===== src/rtl/pipe_ctrl_pkg.sv =====
// Shared types and helpers for the pipeline sequencer (pipe_ctrl).
package pipe_ctrl_pkg;

   localparam int unsigned ADDR_W = 32;

   typedef enum logic [1:0] {
      PCTRL_IDLE  = 2'd0,
      PCTRL_HOLD  = 2'd1,
      PCTRL_FLUSH = 2'd2
   } pctrl_state_e;

   // Bits needed to hold values 0..max_val, never less than one bit.
   function automatic int unsigned cnt_width(input int unsigned max_val);
      return (max_val < 2) ? 1 : $clog2(max_val + 1);
   endfunction

endpackage


===== src/rtl/pipe_ctrl_hold_watchdog.sv =====
// hold_watchdog: counts consecutive cycles with en=1 and raises a sticky timeout
// once HOLD_TIMEOUT is reached. HOLD_TIMEOUT=0 disables the watchdog entirely.
module hold_watchdog
   import pipe_ctrl_pkg::*;
#(
   parameter int unsigned HOLD_TIMEOUT = 64
) (
   input  logic clk,
   input  logic rst,
   input  logic en,
   output logic timeout_o
);

   if (HOLD_TIMEOUT == 0) begin : g_off
      logic unused_en;
      assign unused_en = en;
      assign timeout_o = 1'b0;
   end else begin : g_on
      localparam int unsigned CW = cnt_width(HOLD_TIMEOUT);
      logic [CW-1:0] cnt;

      // Saturating run-length counter; timeout sticks until reset.
      always_ff @(posedge clk or posedge rst) begin
         if (rst) begin
            cnt       <= '0;
            timeout_o <= 1'b0;
         end else if (en) begin
            if (cnt != CW'(HOLD_TIMEOUT)) cnt <= cnt + CW'(1);
            if (cnt >= CW'(HOLD_TIMEOUT - 1)) timeout_o <= 1'b1;
         end else begin
            cnt <= '0;
         end
      end
   end

endmodule


===== src/rtl/pipe_ctrl.sv =====
// pipe_ctrl: sequencer behind the execute stage. Issues a registered PC redirect,
// a FLUSH_CYCLES-long flush of if_id/id_ex, and a front-end hold; a watchdog flags
// holds that never end. Optional macro PIPE_CTRL_STATS_EN adds redirect/stall counters.
module pipe_ctrl
   import pipe_ctrl_pkg::*;
#(
   parameter int unsigned FLUSH_CYCLES = 2,
   parameter int unsigned HOLD_TIMEOUT = 64
) (
   input  logic              clk,
   input  logic              rst,
   input  logic              jump_ena_i,
   input  logic [ADDR_W-1:0] jump_addr_i,
   input  logic              hold_flag_i,
   input  logic              ext_hold_i,
   output logic              redirect_o,
   output logic [ADDR_W-1:0] redirect_addr_o,
   output logic              flush_o,
   output logic              hold_o,
`ifdef PIPE_CTRL_STATS_EN
   output logic [31:0]       flush_cnt_o,
   output logic [31:0]       stall_cnt_o,
`endif
   output logic              hold_timeout_o
);

   localparam int unsigned CNT_W = cnt_width(FLUSH_CYCLES);

   pctrl_state_e     state;
   logic [CNT_W-1:0] cnt;
   logic             hold_req;
   logic             accept_jump;

   assign hold_req    = hold_flag_i | ext_hold_i;
   // Jumps arriving during FLUSH come from the wrong path and are dropped.
   assign accept_jump = jump_ena_i & (state != PCTRL_FLUSH);
   // Same-cycle jump wins over hold; FLUSH only inserts bubbles, never stalls.
   assign hold_o      = hold_req & ~jump_ena_i & (state != PCTRL_FLUSH);

   // Sequencer FSM with registered redirect/flush outputs.
   always_ff @(posedge clk or posedge rst) begin
      if (rst) begin
         state           <= PCTRL_IDLE;
         cnt             <= '0;
         redirect_o      <= 1'b0;
         redirect_addr_o <= '0;
         flush_o         <= 1'b0;
      end else begin
         redirect_o <= 1'b0;
         case (state)
            PCTRL_IDLE, PCTRL_HOLD: begin
               if (accept_jump) begin
                  state           <= PCTRL_FLUSH;
                  cnt             <= CNT_W'(FLUSH_CYCLES);
                  redirect_o      <= 1'b1;
                  redirect_addr_o <= jump_addr_i;
                  flush_o         <= 1'b1;
               end else begin
                  state <= hold_req ? PCTRL_HOLD : PCTRL_IDLE;
               end
            end
            PCTRL_FLUSH: begin
               if (cnt == CNT_W'(1)) begin
                  state   <= hold_req ? PCTRL_HOLD : PCTRL_IDLE;
                  cnt     <= '0;
                  flush_o <= 1'b0;
               end else begin
                  cnt <= cnt - CNT_W'(1);
               end
            end
            default: begin
               state   <= PCTRL_IDLE;
               cnt     <= '0;
               flush_o <= 1'b0;
            end
         endcase
      end
   end

   hold_watchdog #(
      .HOLD_TIMEOUT (HOLD_TIMEOUT)
   ) u_hold_watchdog (
      .clk       (clk),
      .rst       (rst),
      .en        (state == PCTRL_HOLD),
      .timeout_o (hold_timeout_o)
   );

`ifdef PIPE_CTRL_STATS_EN
   // Free-running wrap-around counters of taken redirects and stalled cycles.
   always_ff @(posedge clk or posedge rst) begin
      if (rst) begin
         flush_cnt_o <= '0;
         stall_cnt_o <= '0;
      end else begin
         if (accept_jump) flush_cnt_o <= flush_cnt_o + 32'd1;
         if (hold_o)      stall_cnt_o <= stall_cnt_o + 32'd1;
      end
   end
`endif

endmodule


===== config.mk =====
export PLATFORM = sky130hd
export DESIGN_NAME = pipe_ctrl
export DESIGN_NICKNAME = d
export VERILOG_FILES = /design/src/rtl/pipe_ctrl_pkg.sv /design/src/rtl/pipe_ctrl_hold_watchdog.sv /design/src/rtl/pipe_ctrl.sv
export SDC_FILE = /design/constraint.sdc
export NUM_CORES = 1
export LEC_CHECK = 0
export CAP_MARGIN = 20
export CORE_ASPECT_RATIO = 0.7
export CORE_UTILIZATION = 39
export DETAILED_ROUTE_END_ITERATION = 10
export PLACE_DENSITY = 0.82
export SLEW_MARGIN = 15
export SYNTH_ARGS = -nofsm -noshare
export SYNTH_HDL_FRONTEND = slang
export SYNTH_SLANG_ARGS = --single-unit

===== constraint.sdc =====
create_clock -name clk -period 1.3 [get_ports clk]
set_input_delay 0.13 -clock clk [delete_from_list [all_inputs] [get_ports clk]]
set_output_delay 0.13 -clock clk [all_outputs]
set_load 0.02 [all_outputs]

==> results.yml <==
status:
  status: "finished with violations"
  violations: "negative setup slack"
placed_design:
  dp_hpwl_um: 2610
  pre_cts_ws_ns: -0.228
  place_congestion: 0.770
  place_inst: 287
  port_buffers: 72
detailed_routing:
  drcViolationCount: 0
  routed_wl_um: 3610
  ant_nets: 0
  dr_total_vias: 1350
  initialDrtViolationCount: 38
  first_pass_iters: 4
  detail_route.wl_per_cell_um: 12.1
  viasPerCell: 4.52
clock_tree:
  cts_tree: "done"
  cts.path.max_buffers: 2
  cts_max_level: 2
  cts_root_buf: "clkbuf_8"
  cts_sinks: 46
  clk_pin_slew_ns: 0.08
  numCtsBuffers: 5
  clk_latency_ns: 0.29
floorplan:
  rows: 21
  die-area_um2: 5270
  io_pins: 73
  start_util: 0.406
  die_w_um: 86.4
  core-area_um2: 4780
  die_h_um: 61.1
worst_setup_path:
  crit_type: "reg -> reg"
  cp_max_fo: 26
  crit_required_ns: 1.48
  r2r-end: "redirect_addr_o[14]$_DFFE_PP0P_"
  reg2regPathDepth: 4
  arrival_ns: 1.52
  critPathLaunch: "state[1]$_DFFE_PP0P_"
  start_kind: "register"
  cp-end-kind: "register"
  r2r_start: "state[1]$_DFFE_PP0P_"
  reg2reg_slack_ns: -0.04
final_layout:
  final_util: 0.610
  final_common_cell: "dfrtp_1"
  layout_common_cells: "dfrtp_1 (45), clkdlybuf4s50_1 (36), dlygate4sd2_1 (35)"
  nNetsFinal: 269
  area_growth_pct: 50.0
  final_cell_count_no_fill: 299
  num_antenna_cells: 0
  drive_above_1_share: 0.274
power_and_ir_drop:
  power_density_nw_per_um2: 2130
  max-vdd-ir-drop_mv: 1.12
  p_leak_nw: 1.33
  total_power_mw: 6.22
timing:
  fin_crit_sh: 1.03
  whs_ns: 0.188
  fin_ws_ns: -0.0354
  drv_slew: 0
  hold_viol_final: 0
  clock.fmax_ghz: 0.749
  period_needed_ns: 1.34
  tightestPinTransition_ns: 0.305
  slew_headroom: 0.796
  setup-violations-final: 23
  rsz0062_at_grt: "true"
  clock_skew_ns: 0.00196
synth:
  synthesis.area_um2: 1940
  yosys-top-cells-area: "dfrtp_1 (59%), mux2_2 (17%), buf_12 (3.1%)"
  syn_nets: 180
  synthCells: 140
  syn_area_per_cell_um2: 13.9
  synth_seq_cells: 46
  ys_warn_count: 0
  yosys.area.top_type: "dfrtp_1"
  ys_seq_area_frac: 0.592
  synth.distinct_cells: 27
  synth_top_area_frac: 0.592
job:
  drv_cap: 0
global_route:
  grt.overflow.total: 0
  grt.total_usage: 0.145
  antenna_found_initial: 0
  grt_max_degree: 47
  grt_pass1_vias: 1278
  grt_pass1_wl_um: 5810
worst_hold_path:
  hold_class: "in -> async"
## sequential cells by signal, summed over array words and instances, names as in the netlist
name,cells
cnt,2
redirect_o,1
redirect_addr_o,32
u_hold_watchdog.timeout_o,1
flush_o,1
state,2
u_hold_watchdog.g_on.cnt,7
## cell usage after synthesis (all sizes together)
cell type / number
o21ai: 5
ha: 3
inv: 5
nor3: 1
nand3b: 1
nand2: 8
buf: 5
a21oi: 4
nor2: 8
mux2i: 2
mux2: 32
dfrtp: 46
a21o: 2
or3: 2
xor2: 2
nor2b: 4
xnor2: 1
o21bai: 1
nand3: 3
nand4: 1
nand2b: 2
a211oi: 1
nor4b: 1
## logic make-up (layout without fill, tap and decap cells)
logic type / count (synthesis) / after routing / synth area share
XOR/XNOR: 3 / 3 / 0.0135
multiplexers: 34 / 34 / 0.200
adder cells (fa/ha/maj): 3 / 3 / 0.0193
AND/OR/NAND/NOR: 31 / 31 / 0.0824
AO/OA/AOI/OAI: 13 / 13 / 0.0386
buffers and inverters: 10 / 100 / 0.0541
flip-flops: 46 / 46 / 0.592
## power by group
part | total (mW) | internal, mW | switching [mW]
combinational | 2.86 | 1.44 | 1.42
clock | 1.05 | 0.576 | 0.479
sequential | 2.30 | 2.03 | 0.271
## timing repair
| action | 4_1_cts | 5_1_grt |
|---|---|---|
| buffers inserted | 1 | 3 |
| endpoints found under the setup margin | 68 | 37 |
| gates resized for setup | 42 | 12 |
| pin swaps | 0 | 1 |
| hold buffers | 0 | 0 |
| endpoints found under the hold margin | 0 | 0 |
## layout make-up
class,instances,area (µm²)
Tap cell,69,86.3
Timing Repair Buffer,87,821
Clock inverter,3,43.8
Fill cell,418,1870
Inverter,5,18.8
Sequential cell,46,1150
Multi-Input combinational cell,84,724
Clock buffer,5,68.8
## through the flow
step,area (µm²),TNS [ns]
after detailed placement,2770,-6.91
after CTS,2850,-0.948
final,2920,-0.639
after global placement,2770,-6.05
after global routing,2920,-1.83
after floorplan,1940,0
## critical path, cell delays in order, from the launching register on
cell and delay [ns]:
dfrtp_1 0.39, buf_6 0.13, nor2b_4 0.15, buf_12 0.19, mux2_2 0.35
## worst max-delay path by stage
stage / endpoint / slack (ns) / cells past startpoint
after CTS: redirect_addr_o[20]$_DFFE_PP0P_ / -0.05 / 4
after floorplan: redirect_addr_o[10]$_DFFE_PP0P_ / 0.01 / 5
final: redirect_addr_o[14]$_DFFE_PP0P_ / -0.04 / 4
after global placement: hold_o / -0.21 / 3
after global routing: redirect_addr_o[24]$_DFFE_PP0P_ / -0.09 / 4
after detailed placement: hold_o / -0.23 / 4
## per-layer routing
metal  global-route usage  vias to the layer above  part of all wire
li1                     -                      660                 -
met1                0.183                      638              0.46
met2                0.241                       49              0.44
met3               0.0563                        3             0.089
met4               0.0357                        0            0.0069
met5                    0                        -                 0
Note: power is estimated with default switching activity, not from simulation.
